--- src/rtl/sd_host_regs_pkg.sv ---
// Shared register map, status bit positions and software-reset state encoding
// for the SD host register bank.
package sd_host_regs_pkg;

  // Word addresses of the host-visible registers
  localparam int unsigned ADDR_BLOCK_SIZE              = 0;
  localparam int unsigned ADDR_BLOCK_COUNT             = 1;
  localparam int unsigned ADDR_ARGUMENT                = 2;
  localparam int unsigned ADDR_TRANSFER_MODE           = 3;
  localparam int unsigned ADDR_COMMAND                 = 4;
  localparam int unsigned ADDR_TIMEOUT_CONTROL         = 5;
  localparam int unsigned ADDR_SOFTWARE_RESET          = 6;
  localparam int unsigned ADDR_PRESENT_STATE           = 7;
  localparam int unsigned ADDR_NORMAL_INT_STATUS       = 8;
  localparam int unsigned ADDR_ERROR_INT_STATUS        = 9;
  localparam int unsigned ADDR_NORMAL_INT_STATUS_EN    = 10;
  localparam int unsigned ADDR_ERROR_INT_STATUS_EN     = 11;
  localparam int unsigned ADDR_NORMAL_INT_SIGNAL_EN    = 12;
  localparam int unsigned ADDR_ERROR_INT_SIGNAL_EN     = 13;
  localparam int unsigned ADDR_HOST_CONTROLLER_VERSION = 14;
  localparam int unsigned ADDR_RESPONSE_BASE           = 16;

  // Normal interrupt status bit positions and groups
  localparam int unsigned NSTAT_CMD_COMPLETE  = 0;
  localparam int unsigned NSTAT_ERR_SUMMARY   = 15;
  localparam logic [15:0] NSTAT_CMD_LINE_MASK = 16'h0001;
  localparam logic [15:0] NSTAT_DAT_LINE_MASK = 16'h003E;
  localparam logic [15:0] NSTAT_SETTABLE_MASK = 16'h7FFF;

  // Error interrupt status bit positions
  localparam int unsigned ESTAT_CMD_TIMEOUT = 0;
  localparam int unsigned ESTAT_CMD_CRC     = 1;
  localparam int unsigned ESTAT_CMD_END_BIT = 2;
  localparam int unsigned ESTAT_CMD_INDEX   = 3;

  // Software reset request bits
  localparam int unsigned SWRST_ALL = 0;
  localparam int unsigned SWRST_CMD = 1;
  localparam int unsigned SWRST_DAT = 2;

  typedef enum logic {
    SWRST_IDLE   = 1'b0,
    SWRST_ACTIVE = 1'b1
  } swrst_state_e;

endpackage

--- src/rtl/sd_host_register_bank_irq.sv ---
// 16-bit interrupt status register: enabled events set bits, host writes of 1
// clear them, a set in the same cycle as a clear wins; flush_i clears
// unconditionally (software reset).
module sd_irq_status_reg (
  input  logic        clk_i,
  input  logic        rst_ni,
  input  logic [15:0] event_i,
  input  logic [15:0] enable_i,
  input  logic [15:0] w1c_i,
  input  logic [15:0] flush_i,
  output logic [15:0] status_o
);

  logic [15:0] status_q;
  logic [15:0] status_d;

  // Next status: keep uncleared bits, OR in enabled events, then apply flush
  always_comb begin
    status_d = ((status_q & ~w1c_i) | (event_i & enable_i)) & ~flush_i;
  end

  // Status storage
  always_ff @(posedge clk_i) begin
    if (!rst_ni) status_q <= '0;
    else         status_q <= status_d;
  end

  always_comb status_o = status_q;

endmodule

--- src/rtl/sd_host_register_bank.sv ---
// SD host controller register bank: byte-enabled configuration registers,
// multi-word response readback, W1C interrupt status, registered interrupt,
// command-start pulse and self-clearing software reset.
module sd_host_register_bank
  import sd_host_regs_pkg::*;
#(
  parameter int unsigned DATA_W       = 32,
  parameter int unsigned ADR_W        = 5,
  parameter int unsigned RESP_W       = 128,
  parameter logic [15:0] HC_VERSION   = 16'h0002,
  parameter int unsigned SWRST_CYCLES = 4
) (
  input  logic                clock,
  input  logic                reset,
  input  logic [ADR_W-1:0]    adr_i,
  input  logic                reg_write_en,
  input  logic                reg_read_en,
  input  logic [DATA_W/8-1:0] byte_en,
  input  logic [DATA_W-1:0]   data_i,
  input  logic                command_complete,
  input  logic [RESP_W-1:0]   response_i,
  input  logic [15:0]         normal_interrupt_event_i,
  input  logic [15:0]         error_interrupt_event_i,
  input  logic [15:0]         present_state_i,
  output logic [DATA_W-1:0]   data_o,
  output logic                read_valid,
  output logic [11:0]         block_size,
  output logic [15:0]         block_count,
  output logic [31:0]         argument,
  output logic [15:0]         transfer_mode,
  output logic [15:0]         command,
  output logic                command_start,
  output logic [15:0]         timeout_control,
  output logic [2:0]          software_reset,
  output logic [15:0]         error_interrupt_status_o,
  output logic                interrupt
);

  localparam int unsigned NRESP = RESP_W / DATA_W;
  localparam int unsigned CNT_W = $clog2(SWRST_CYCLES + 1);

  logic [11:0]       blk_size_q;
  logic [15:0]       blk_cnt_q, xfer_q, cmd_q, tmo_q;
  logic [31:0]       arg_q;
  logic [15:0]       nsen_q, esen_q, nsig_q, esig_q;
  logic [RESP_W-1:0] resp_q;
  logic [DATA_W-1:0] rdata_q, rdata_d;
  logic              rvalid_q, cmd_start_q, irq_q;

  logic [DATA_W-1:0] wmask;
  logic [15:0]       nevent, nclr, nflush, eclr, eflush;
  logic [15:0]       nstat_raw, nstat, estat;

  swrst_state_e      state_q, state_d;
  logic [CNT_W-1:0]  cnt_q, cnt_d;
  logic [2:0]        swrst_q, swrst_d;
  logic              swrst_req, swrst_done, swrst_all;

  function automatic logic [DATA_W-1:0] merge(input logic [DATA_W-1:0] old_v,
                                              input logic [DATA_W-1:0] new_v,
                                              input logic [DATA_W-1:0] mask);
    return (old_v & ~mask) | (new_v & mask);
  endfunction

  // Expand byte enables into a bit mask
  always_comb begin
    wmask = '0;
    for (int unsigned b = 0; b < DATA_W / 8; b++) wmask[b*8 +: 8] = {8{byte_en[b]}};
  end

  // Host-writable configuration registers; a full software reset clears them
  always_ff @(posedge clock) begin
    if (!reset || swrst_all) begin
      blk_size_q <= '0;
      blk_cnt_q  <= '0;
      arg_q      <= '0;
      xfer_q     <= '0;
      cmd_q      <= '0;
      tmo_q      <= '0;
      nsen_q     <= '0;
      esen_q     <= '0;
      nsig_q     <= '0;
      esig_q     <= '0;
    end else if (reg_write_en) begin
      case (adr_i)
        ADR_W'(ADDR_BLOCK_SIZE):           blk_size_q <= 12'(merge(DATA_W'(blk_size_q), data_i, wmask));
        ADR_W'(ADDR_BLOCK_COUNT):          blk_cnt_q  <= 16'(merge(DATA_W'(blk_cnt_q), data_i, wmask));
        ADR_W'(ADDR_ARGUMENT):             arg_q      <= 32'(merge(DATA_W'(arg_q), data_i, wmask));
        ADR_W'(ADDR_TRANSFER_MODE):        xfer_q     <= 16'(merge(DATA_W'(xfer_q), data_i, wmask));
        ADR_W'(ADDR_COMMAND): if (!present_state_i[0])
                                           cmd_q      <= 16'(merge(DATA_W'(cmd_q), data_i, wmask));
        ADR_W'(ADDR_TIMEOUT_CONTROL):      tmo_q      <= 16'(merge(DATA_W'(tmo_q), data_i, wmask));
        ADR_W'(ADDR_NORMAL_INT_STATUS_EN): nsen_q     <= 16'(merge(DATA_W'(nsen_q), data_i, wmask));
        ADR_W'(ADDR_ERROR_INT_STATUS_EN):  esen_q     <= 16'(merge(DATA_W'(esen_q), data_i, wmask));
        ADR_W'(ADDR_NORMAL_INT_SIGNAL_EN): nsig_q     <= 16'(merge(DATA_W'(nsig_q), data_i, wmask));
        ADR_W'(ADDR_ERROR_INT_SIGNAL_EN):  esig_q     <= 16'(merge(DATA_W'(esig_q), data_i, wmask));
        default: ;
      endcase
    end
  end

  // Card response is captured only on command completion
  always_ff @(posedge clock) begin
    if (!reset)                resp_q <= '0;
    else if (command_complete) resp_q <= response_i;
  end

  // Status set/clear/flush vectors for both status registers
  always_comb begin
    nevent    = normal_interrupt_event_i;
    nevent[NSTAT_CMD_COMPLETE] = normal_interrupt_event_i[NSTAT_CMD_COMPLETE] | command_complete;
    nclr      = '0;
    eclr      = '0;
    if (reg_write_en && adr_i == ADR_W'(ADDR_NORMAL_INT_STATUS)) nclr = data_i[15:0] & wmask[15:0];
    if (reg_write_en && adr_i == ADR_W'(ADDR_ERROR_INT_STATUS))  eclr = data_i[15:0] & wmask[15:0];
    nflush    = '0;
    if (swrst_done && swrst_q[SWRST_CMD]) nflush = nflush | NSTAT_CMD_LINE_MASK;
    if (swrst_done && swrst_q[SWRST_DAT]) nflush = nflush | NSTAT_DAT_LINE_MASK;
    if (swrst_all) nflush = '1;
    eflush    = {16{swrst_all}};
  end

  // Bit 15 is the error summary, so it is never set through the enable path
  sd_irq_status_reg u_normal_status (
    .clk_i    (clock),
    .rst_ni   (reset),
    .event_i  (nevent),
    .enable_i (nsen_q & NSTAT_SETTABLE_MASK),
    .w1c_i    (nclr),
    .flush_i  (nflush),
    .status_o (nstat_raw)
  );

  sd_irq_status_reg u_error_status (
    .clk_i    (clock),
    .rst_ni   (reset),
    .event_i  (error_interrupt_event_i),
    .enable_i (esen_q),
    .w1c_i    (eclr),
    .flush_i  (eflush),
    .status_o (estat)
  );

  // Host view of normal status with the live error summary in bit 15
  always_comb begin
    nstat = nstat_raw;
    nstat[NSTAT_ERR_SUMMARY] = nstat_raw[NSTAT_ERR_SUMMARY] | (|estat);
  end

  // Read data mux; narrow registers zero-extend, unmapped addresses read 0
  always_comb begin
    rdata_d = '0;
    case (adr_i)
      ADR_W'(ADDR_BLOCK_SIZE):              rdata_d = DATA_W'(blk_size_q);
      ADR_W'(ADDR_BLOCK_COUNT):             rdata_d = DATA_W'(blk_cnt_q);
      ADR_W'(ADDR_ARGUMENT):                rdata_d = DATA_W'(arg_q);
      ADR_W'(ADDR_TRANSFER_MODE):           rdata_d = DATA_W'(xfer_q);
      ADR_W'(ADDR_COMMAND):                 rdata_d = DATA_W'(cmd_q);
      ADR_W'(ADDR_TIMEOUT_CONTROL):         rdata_d = DATA_W'(tmo_q);
      ADR_W'(ADDR_SOFTWARE_RESET):          rdata_d = DATA_W'(swrst_q);
      ADR_W'(ADDR_PRESENT_STATE):           rdata_d = DATA_W'(present_state_i);
      ADR_W'(ADDR_NORMAL_INT_STATUS):       rdata_d = DATA_W'(nstat);
      ADR_W'(ADDR_ERROR_INT_STATUS):        rdata_d = DATA_W'(estat);
      ADR_W'(ADDR_NORMAL_INT_STATUS_EN):    rdata_d = DATA_W'(nsen_q);
      ADR_W'(ADDR_ERROR_INT_STATUS_EN):     rdata_d = DATA_W'(esen_q);
      ADR_W'(ADDR_NORMAL_INT_SIGNAL_EN):    rdata_d = DATA_W'(nsig_q);
      ADR_W'(ADDR_ERROR_INT_SIGNAL_EN):     rdata_d = DATA_W'(esig_q);
      ADR_W'(ADDR_HOST_CONTROLLER_VERSION): rdata_d = DATA_W'(HC_VERSION);
      default: ;
    endcase
    for (int unsigned k = 0; k < NRESP; k++) begin
      if (adr_i == ADR_W'(ADDR_RESPONSE_BASE + k)) rdata_d = resp_q[k*DATA_W +: DATA_W];
    end
  end

  // Read handshake, command-start pulse and registered interrupt
  always_ff @(posedge clock) begin
    if (!reset) begin
      rdata_q     <= '0;
      rvalid_q    <= 1'b0;
      cmd_start_q <= 1'b0;
      irq_q       <= 1'b0;
    end else begin
      rvalid_q    <= reg_read_en && !reg_write_en;
      if (reg_read_en && !reg_write_en) rdata_q <= rdata_d;
      cmd_start_q <= reg_write_en && adr_i == ADR_W'(ADDR_COMMAND) && !present_state_i[0];
      irq_q       <= (|(nstat & nsig_q)) | (|(estat & esig_q));
    end
  end

  always_comb begin
    swrst_req = reg_write_en && adr_i == ADR_W'(ADDR_SOFTWARE_RESET) &&
                byte_en[0] && (data_i[2:0] != 3'b000);
  end

  // Software reset FSM: state register
  always_ff @(posedge clock) begin
    if (!reset) begin
      state_q <= SWRST_IDLE;
      cnt_q   <= '0;
      swrst_q <= '0;
    end else begin
      state_q <= state_d;
      cnt_q   <= cnt_d;
      swrst_q <= swrst_d;
    end
  end

  // Software reset FSM: next state; exits on the edge where the count would hit 0
  always_comb begin
    state_d = state_q;
    cnt_d   = cnt_q;
    swrst_d = swrst_q;
    case (state_q)
      SWRST_IDLE: begin
        if (swrst_req) begin
          state_d = SWRST_ACTIVE;
          cnt_d   = CNT_W'(SWRST_CYCLES);
          swrst_d = data_i[2:0];
        end
      end
      SWRST_ACTIVE: begin
        if (cnt_q == CNT_W'(1)) begin
          state_d = SWRST_IDLE;
          cnt_d   = '0;
          swrst_d = '0;
        end else begin
          cnt_d   = cnt_q - CNT_W'(1);
        end
      end
      default: state_d = SWRST_IDLE;
    endcase
  end

  // Software reset FSM: outputs
  always_comb begin
    swrst_done = (state_q == SWRST_ACTIVE) && (cnt_q == CNT_W'(1));
    swrst_all  = swrst_done && swrst_q[SWRST_ALL];
  end

  always_comb begin
    data_o                   = rdata_q;
    read_valid               = rvalid_q;
    block_size               = blk_size_q;
    block_count              = blk_cnt_q;
    argument                 = arg_q;
    transfer_mode            = xfer_q;
    command                  = cmd_q;
    command_start            = cmd_start_q;
    timeout_control          = tmo_q;
    software_reset           = swrst_q;
    error_interrupt_status_o = estat;
    interrupt                = irq_q;
  end

endmodule

--- config.mk ---
export PLATFORM = sky130hd
export DESIGN_NAME = sd_host_register_bank
export DESIGN_NICKNAME = d
export VERILOG_FILES = /design/src/rtl/sd_host_regs_pkg.sv /design/src/rtl/sd_host_register_bank_irq.sv /design/src/rtl/sd_host_register_bank.sv
export SDC_FILE = /design/constraint.sdc
export NUM_CORES = 1
export LEC_CHECK = 0
export ABC_AREA = 1
export ABC_CLOCK_PERIOD_IN_PS = 1800
export BUFFER_PORTS_ARGS = -buffer_cell sky130_fd_sc_hd__buf_2
export CORE_MARGIN = 3
export CORE_UTILIZATION = 40
export DETAILED_ROUTE_END_ITERATION = 12
export MAX_ROUTING_LAYER = met4
export PLACE_DENSITY = 0.67
export SETUP_SLACK_MARGIN = 0.02
export SLEW_MARGIN = 10
export SYNTH_ARGS = -nofsm -noshare
export SYNTH_HDL_FRONTEND = slang
export SYNTH_SLANG_ARGS = --single-unit
--- constraint.sdc ---
create_clock -name clock -period 1.8 [get_ports clock]
set_input_delay 0.27 -clock clock [delete_from_list [all_inputs] [get_ports clock]]
set_output_delay 0.27 -clock clock [all_outputs]
set_load 0.005 [all_outputs]
-- After elaboration in Yosys (flattened, before gate mapping)
Index checks and enable logic that the tools add are counted.
W data, S select, Z words.
- bits in registers: 374
- input port bits: 222
- logic and storage cells: 135
- $add $sub $neg: 1
- eq/ne operators: 21
- multiplexer cells: 19
- bitwise operators: 42
- reductions and logical operators: 32
- operator list (operator ; number):
    $pmux W32 S15 ; 1
    $and A16 B16 Y16 ; 16
    $or A16 B16 Y16 ; 10
    $mux W32 ; 4
    $and A32 B32 Y32 ; 2
    $not A16 Y16 ; 4
    $mux W16 ; 3
    $reduce_or A16 Y1 ; 3
    $eq A5 B4 Y1 const B ; 7
    $not A32 Y32 ; 1
    $or A32 B32 Y32 ; 1
    $eq A5 B3 Y1 const B ; 4
    $eq A5 B5 Y1 const B ; 4
    $reduce_and A2 Y1 ; 10
    $and A16 B15 Y16 ; 1
    $and A12 B12 Y12 ; 1
    $logic_and A1 B1 Y1 ; 12
    $mux W3 ; 4
    $or A12 B12 Y12 ; 1
    $pmux W3 S2 ; 2
    $eq A5 B2 Y1 const B ; 2
    $mux W6 ; 1
    $eq A5 B1 Y1 const B ; 1
    $logic_not A5 Y1 ; 1
    other kinds (12) ; 19

-- Longest topological paths before layout
Gate-level depths: netlist (run 1).
- depth after elaboration: 8
- depth in mapped cells: 13

-- By module
Synthesis (run 1) repeated with hierarchy kept, for this count alone.
- cell total of the unflattened synthesis: 2502
- area, all modules: 17041.3 µm²
- by module, submodules not included (module ; instances ; cells each ; area each (µm²) ; sequential area each (µm²)):
    sd_host_register_bank ; 1 ; 2274 ; 15492.4 ; 6846.6
    sd_irq_status_reg ; 2 ; 114 ; 774.5 ; 320.3

-- Least setup slack after synthesis (run 1)
Ideal clock, no wire load.
- path type: flip-flop to flip-flop
- start: register cnt_q[1]
- end: register with a tool-made name
- library setup time: 0.070 ns
- data arrival time: 1.619 ns
- data required time: 1.730 ns
- slack: 0.111 ns
- cell stages (with the launch flop): 10
- period minus slack after synthesis: 1.689 ns
- cell sequence: dfxtp_1 inv_1 ha_1 nand2_1 nor2_1 a21oi_1 buf_2 clkbuf_1 o21ai_0 a21oi_1
- RTL lines (element ; line ; text):
    start, declared ; sd_host_register_bank.sv:55 ; logic [CNT_W-1:0] cnt_q, cnt_d;
    start signal, assigned ; sd_host_register_bank.sv:204 ; cnt_q <= cnt_d;

==> metrics, run 1 <==
run status=complete, no violations; TritonCTS clock tree=done; crit path time final=1.64 ns; Setup CP Type=reg -> reg; die width=208 µm; first-pass GRT wire length=103 mm; max-slew violations=0; yosys warns=0; max_cap viols=0; mean number of vias per cell=5.43; P&R area growth vs syn=39.7%; post-synthesis sequential area ratio=45.9%; layout cells sized above 1=21.5%; Nets=3,167; critical path cell sequence=inv_1 -> ha_1 -> nand2_1 -> nor2_2 -> a21oi_4 -> buf_4 -> inv_4 -> buf_4 -> a21oi_1; initial core utilization=40.8%; Async S/R FF share, synth=0%; Critical-path top delay cell=dfxtp_1; row cnt=73; worst hold start=error_interrupt_event_i[4]; Root Driver=clkbuf_16; gpl congestion=0.980; worst rel slew slack=60.3%; clock sink count=374; mean area per synthesized cell=6.93 µm²; crit path launch type=flip-flop; Crit path largest cell delay=0.30 ns; CP Max Fanout=16; Crit path depth=9; Die Y=208 µm; PwrDens=845 nW/µm²; Arrival @ worst endpoint=2.12 ns; Critical Path Source=cnt_q[1]; Top FF cell, synth=dfxtp_1; vias=19,000; Final ANT Viol Nets=0; CORE AREA=40,000 µm²; commonest non-fill, non-tap cell in the layout=nand2_1; commonest non-fill, non-tap cells in the layout=nand2_1 (455), buf_2 (381), dfxtp_1 (374), a21oi_1 (329), nor2_1 (301); Pre-antenna DRT Iters=8; RSZ-0062 raised after global routing=no; clk_lat worst skew=0.59 ns; Placed Area=19,800 µm²; largest net degree at the start of global routing=129; GR Util All Layers=31.0%; crit share post-route=91.1%; buffer depth of the longest clock path=3; RR Startpoint=cnt_q[1]; Die Area=43,300 µm²; antenna violations before repair=1; number of flops mapped to enable cells by yosys=0; Congestion Overflow GR=0; Buf/Inv on CP=4; Routed WL=68.7 mm; DRT iter0 DRCs=1,946; Min-Delay Path Class=in -> reg; total CTS buffers=43; Synth cell types=33; Power, Total=0.0193 W; dpl hpwl=47.6 mm; CP endpoint kind=flip-flop; hold path cells=3; WL/cell=19.6 µm; Worst VDD drop=751 µV; Leak=10.1 nW; top-level I/O count=384; Worst-Margin Slew=0.596 ns; Layout Skew=0.0318 ns; design area=22,800 µm²; CTS H-Tree Depth=2; # DRC=0; most used cell, CP=buf_4; number of buffers added on ports=382; Net Count, Synth=2,581; final-layout fill cell count=3,676; vias in the first global route=18,200; final setup violation count=0; clock slew at reported path FFs=0.06 ns; WP data required=2.28 ns; Hold Fails Final Rpt=0; Seq cells post-synth=374; Top delay family on crit path=buffers and inverters; Synth Instances=2,357; Cell Area, Synth=16,300 µm²; Reg2Reg Depth=9; Fmax=610 MHz
[worst reg2reg max path, delay by kind of cell, from the launching register on]
family | cells | cell delay [ns]
compound gates | 2 | 0.14
fa+ha+maj | 1 | 0.14
buf+inv | 4 | 0.73
flops | 1 | 0.30
simple gates | 2 | 0.23
[kinds of logic after synthesis]
kind of cell	synth area share (%)
AO/OA/AOI/OAI	20.8
adder cells (fa/ha/maj)	0.153
flip-flops	45.9
AND/OR/NAND/NOR	25.3
XOR/XNOR	0.0536
buffers and inverters	7.76
[metrics by stage]
| step | instances | hold WS [ns] | setup TNS, ns | util (%) | setup WS, ns |
|---|---|---|---|---|---|
| final | 3500 | 0.0161 | 0 | 57.0 | 0.160 |
| after floorplan | 2357 | 0.405 | 0 | - | 0.111 |
| after detailed placement | 3261 | 0.443 | -13.28 | 49.4 | -0.280 |
| after CTS | 3496 | 0.000311 | 0 | 56.9 | 0.0670 |
| after global placement | 3261 | 0.438 | -10.14 | 49.4 | -0.251 |
| after global routing | 3500 | 0.0301 | 0 | 57.0 | 0.0438 |
[final timing paths]
kind         slack, ns                    endpoint
min               0.02  u_error_status.status_o[4]
max               0.16                   flip-flop
max reg2reg       0.16                   flip-flop
min reg2reg       0.45                  resp_q[94]
[cell usage after synthesis, drive strengths merged (2+ instances only)]
library cell | instances | area share, %
ha | 2 | 0.15
a221oi | 3 | 0.16
o21ai | 297 | 9.1
o211ai | 15 | 0.69
inv | 169 | 3.9
clkbuf | 109 | 2.5
a22oi | 5 | 0.23
a211oi | 3 | 0.14
a21oi | 330 | 10
nand3 | 165 | 5.1
nor3 | 7 | 0.28
buf | 44 | 1.3
nor2 | 324 | 7.9
o21a | 6 | 0.28
nand2 | 458 | 11
nand4 | 39 | 1.5
dfxtp | 374 | 46
[power breakdown]
| group | internal (W) | switching [W] |
|---|---|---|
| Combinational | 0.000810 | 0.00110 |
| Clock | 0.00509 | 0.00366 |
| Sequential | 0.00852 | 0.000105 |
[layout make-up]
| type | instances | area, µm² | area share [%] |
|---|---|---|---|
| Multi-Input combinational cell | 1660 | 7610 | 33.4 |
| Sequential cell | 374 | 7490 | 32.8 |
| Timing Repair Buffer | 694 | 5010 | 22.0 |
| Clock buffer | 63 | 1240 | 5.44 |
| Tap cell | 525 | 657 | 2.88 |
| Inverter | 170 | 643 | 2.82 |
| Clock inverter | 13 | 161 | 0.708 |
| Antenna cell | 1 | 2.50 | 0.0110 |
[repair_timing]
action                                  CTS  global route
hold endpoints to repair                160             0
setup buffers                             0             2
hold buffers                            159             0
gates resized for setup                   0             5
endpoints found under the setup margin    0            88
[metal layers]
metal  global-route usage (%)  routed length (µm)  vias up
met5                        -                   0        -
met4                     15.7                4030        0
met3                     4.83                5380      233
met2                     51.0               32800     1019
met1                     36.9               26500     8763
li1                         -                   -     8983
Note: power is estimated with default switching activity, not from simulation.
==> run 2, diff against run 1 <==
- PLACE_DENSITY: 0.67 -> unset
- PLACE_DENSITY_LB_ADDON: unset -> 0.15
==> run 2 against run 1 <==
Utilization rose by 0.41 points. Clock power rose by 0.5%. Cell area rose by 0.71%. Largest power group unchanged. Hold slack improved by 0.0038 ns.
==> metrics, run 2 (synthesized netlist as in run 1, its figures left out) <==
number of buffers added on ports=382 (unchanged); Die Y=208 µm (unchanged); clock sink count=374 (unchanged); Reg2Reg Setup Slack=0.09 ns (-0.07 ns); layout cells sized above 1=22.1% (+0.55 points); final setup margin=0.0870 ns (-0.0726 ns); hold path cells=3 (unchanged); Setup TNS Final=0 ns (unchanged); clk_lat worst skew=0.58 ns (about the same); Final ANT Viol Nets=0 (unchanged); top-level I/O count=384 (unchanged); mean number of vias per cell=5.34 (-1.7%); final-layout fill cell count=3,848 (+4.7%); Die Area=43,300 µm² (unchanged); die width=208 µm (unchanged); crit share post-route=95.2% (+4.0 points); RR Startpoint=cnt_q[1]; Root Driver=clkbuf_16; WL/cell=19.6 µm (-0.17%); crit path time final=1.71 ns (+0.0726 ns); Nets=3,182 (+0.47%); DRT iter0 DRCs=1,769 (-9.1%); commonest non-fill, non-tap cells in the layout=nand2_1 (454), buf_2 (381), dfxtp_1 (374), a21oi_1 (329), nor2_1 (302); max_cap viols=0 (unchanged); first-pass GRT wire length=104 mm (+0.27%); Worst Hold End=resp_q[115]; TritonCTS clock tree=done; row cnt=73 (unchanged); register area=7490 µm² (unchanged); dpl hpwl=48.5 mm (+2.0%); # DRC=0 (unchanged); WP data required=2.28 ns (about the same); Congestion Overflow GR=0 (unchanged); Power, Total=0.0193 W (+0.29%); largest net degree at the start of global routing=96 (-26%); CP Max Fanout=28 (+12); Hold Fails Final Rpt=0 (unchanged); Leak=10.2 nW (+0.97%); design area=23,000 µm² (+0.71%); buffer depth of the longest clock path=3 (unchanged); CORE AREA=40,000 µm² (unchanged); clock slew at reported path FFs=0.06 ns (about the same); commonest non-fill, non-tap cell in the layout=nand2_1; Pre-antenna DRT Iters=5 (-3); Setup CP Type=reg -> reg; Worst-Margin Slew=0.619 ns (+0.0226 ns); Placed Area=19,900 µm² (+0.57%); gpl congestion=0.960 (-2.0%); Arrival @ worst endpoint=2.20 ns (+0.08 ns); total CTS buffers=44 (+2.3%); worst hold start=response_i[115]; GR Util All Layers=31.1% (+0.11 points); vias=18,800 (-1.3%); Worst VDD drop=666 µV (-11%); area occupied by multi-input gates=7620 µm² (+0.13%); hold_ws=0.0200 ns (+0.00384 ns); max-slew violations=0 (unchanged); Reg2Reg Depth=9 (unchanged); CP endpoint kind=flip-flop; final setup violation count=0 (unchanged); initial core utilization=40.8% (unchanged); Routed WL=68.9 mm (+0.28%); PwrDens=842 nW/µm² (-0.42%); antenna violations before repair=1 (unchanged); P&R area growth vs syn=40.7%; run status=complete, no violations; Min-Delay Path Class=in -> reg; Layout Skew=0.0273 ns (-0.00454 ns); Fmax=584 MHz (-4.2%); worst rel slew slack=58.7% (-1.6 points); crit path launch type=flip-flop; CTS H-Tree Depth=2 (unchanged); dpl ws=-0.281 ns (-0.00124 ns); vias in the first global route=18,100 (-0.30%)
==> run 2: cell types whose count changed in the layout (fill, tap and decap cells not counted), sizes merged <==
cell         delta
clkbuf          +7
dlygate4sd3     -3
clkinv          -6
buf            +16
clkinvlp        +1
bufinv          -1
inv             +2
==> run 2: worst max path at each step <==
| stage | slack, ns | from | endpoint | cells past startpoint |
|---|---|---|---|---|
| 6_report | 0.09 | cnt_q[1] | flip-flop | 9 |
| 4_1_cts | 0.13 | cnt_q[1] | u_normal_status.status_o[4] | 8 |
| 2_1_floorplan | 0.11 | cnt_q[1] | flip-flop | 9 |
| 3_3_place_gp | -0.24 | adr_i[2] | software_reset[0] | 12 |
| 5_1_grt | -0.02 | cnt_q[1] | flip-flop | 9 |
| 3_5_place_dp | -0.28 | adr_i[0] | data_o[7] | 13 |
==> run 2: report_power, final <==
part	leakage, nW	switching, W	total [W]	internal, W
registers	3.05	0.000104	0.00862	0.00852
clock network	0.695	0.00356	0.00879	0.00523
logic	6.49	0.00110	0.00193	0.000829
==> run 2: timing repair <==
action                                  CTS  global route
gates resized for setup                   0             8
endpoints found under the setup margin    0            30
hold buffers                            156             0
hold endpoints to repair                156             0
setup buffers                             0             3
==> run 2: metrics by stage <==
stage | utilization, % | std cells
2_1_floorplan | - | 2357
3_3_place_gp | 49.7 | 3276
3_5_place_dp | 49.7 | 3276
4_1_cts | 57.1 | 3510
5_1_grt | 57.4 | 3516
6_report | 57.4 | 3516
==> run 2: final cells by class <==
| type | instances | area share, % |
|---|---|---|
| diodes | 1 | 0.0109 |
| multi-input cells | 1660 | 33.2 |
| clock buffers | 69 | 5.82 |
| inverters | 170 | 2.79 |
| flip-flops and latches | 374 | 32.6 |
| well taps | 525 | 2.86 |
| repair buffers | 708 | 22.4 |
| clock inverters | 9 | 0.376 |
==> run 2: worst max-delay path, stage by stage (launching register included) <==
cell      delay, ns
dfxtp_1        0.32
inv_1          0.06
ha_1           0.19
nand2_2        0.08
nor2_2         0.05
a21oi_4        0.27
inv_2          0.08
buf_12         0.17
buf_4          0.17
a211oi_2       0.20
==> run 2: per-layer routing <==
layer	vias to the layer above	wire, µm	share of wire [%]	global-route usage (%)
met5	-	0	0	-
met4	0	3650	5.3	15.3
met3	188	5080	7.4	4.54
met2	857	32300	47	49.9
met1	8705	27900	40	38.4
li1	9009	-	-	-
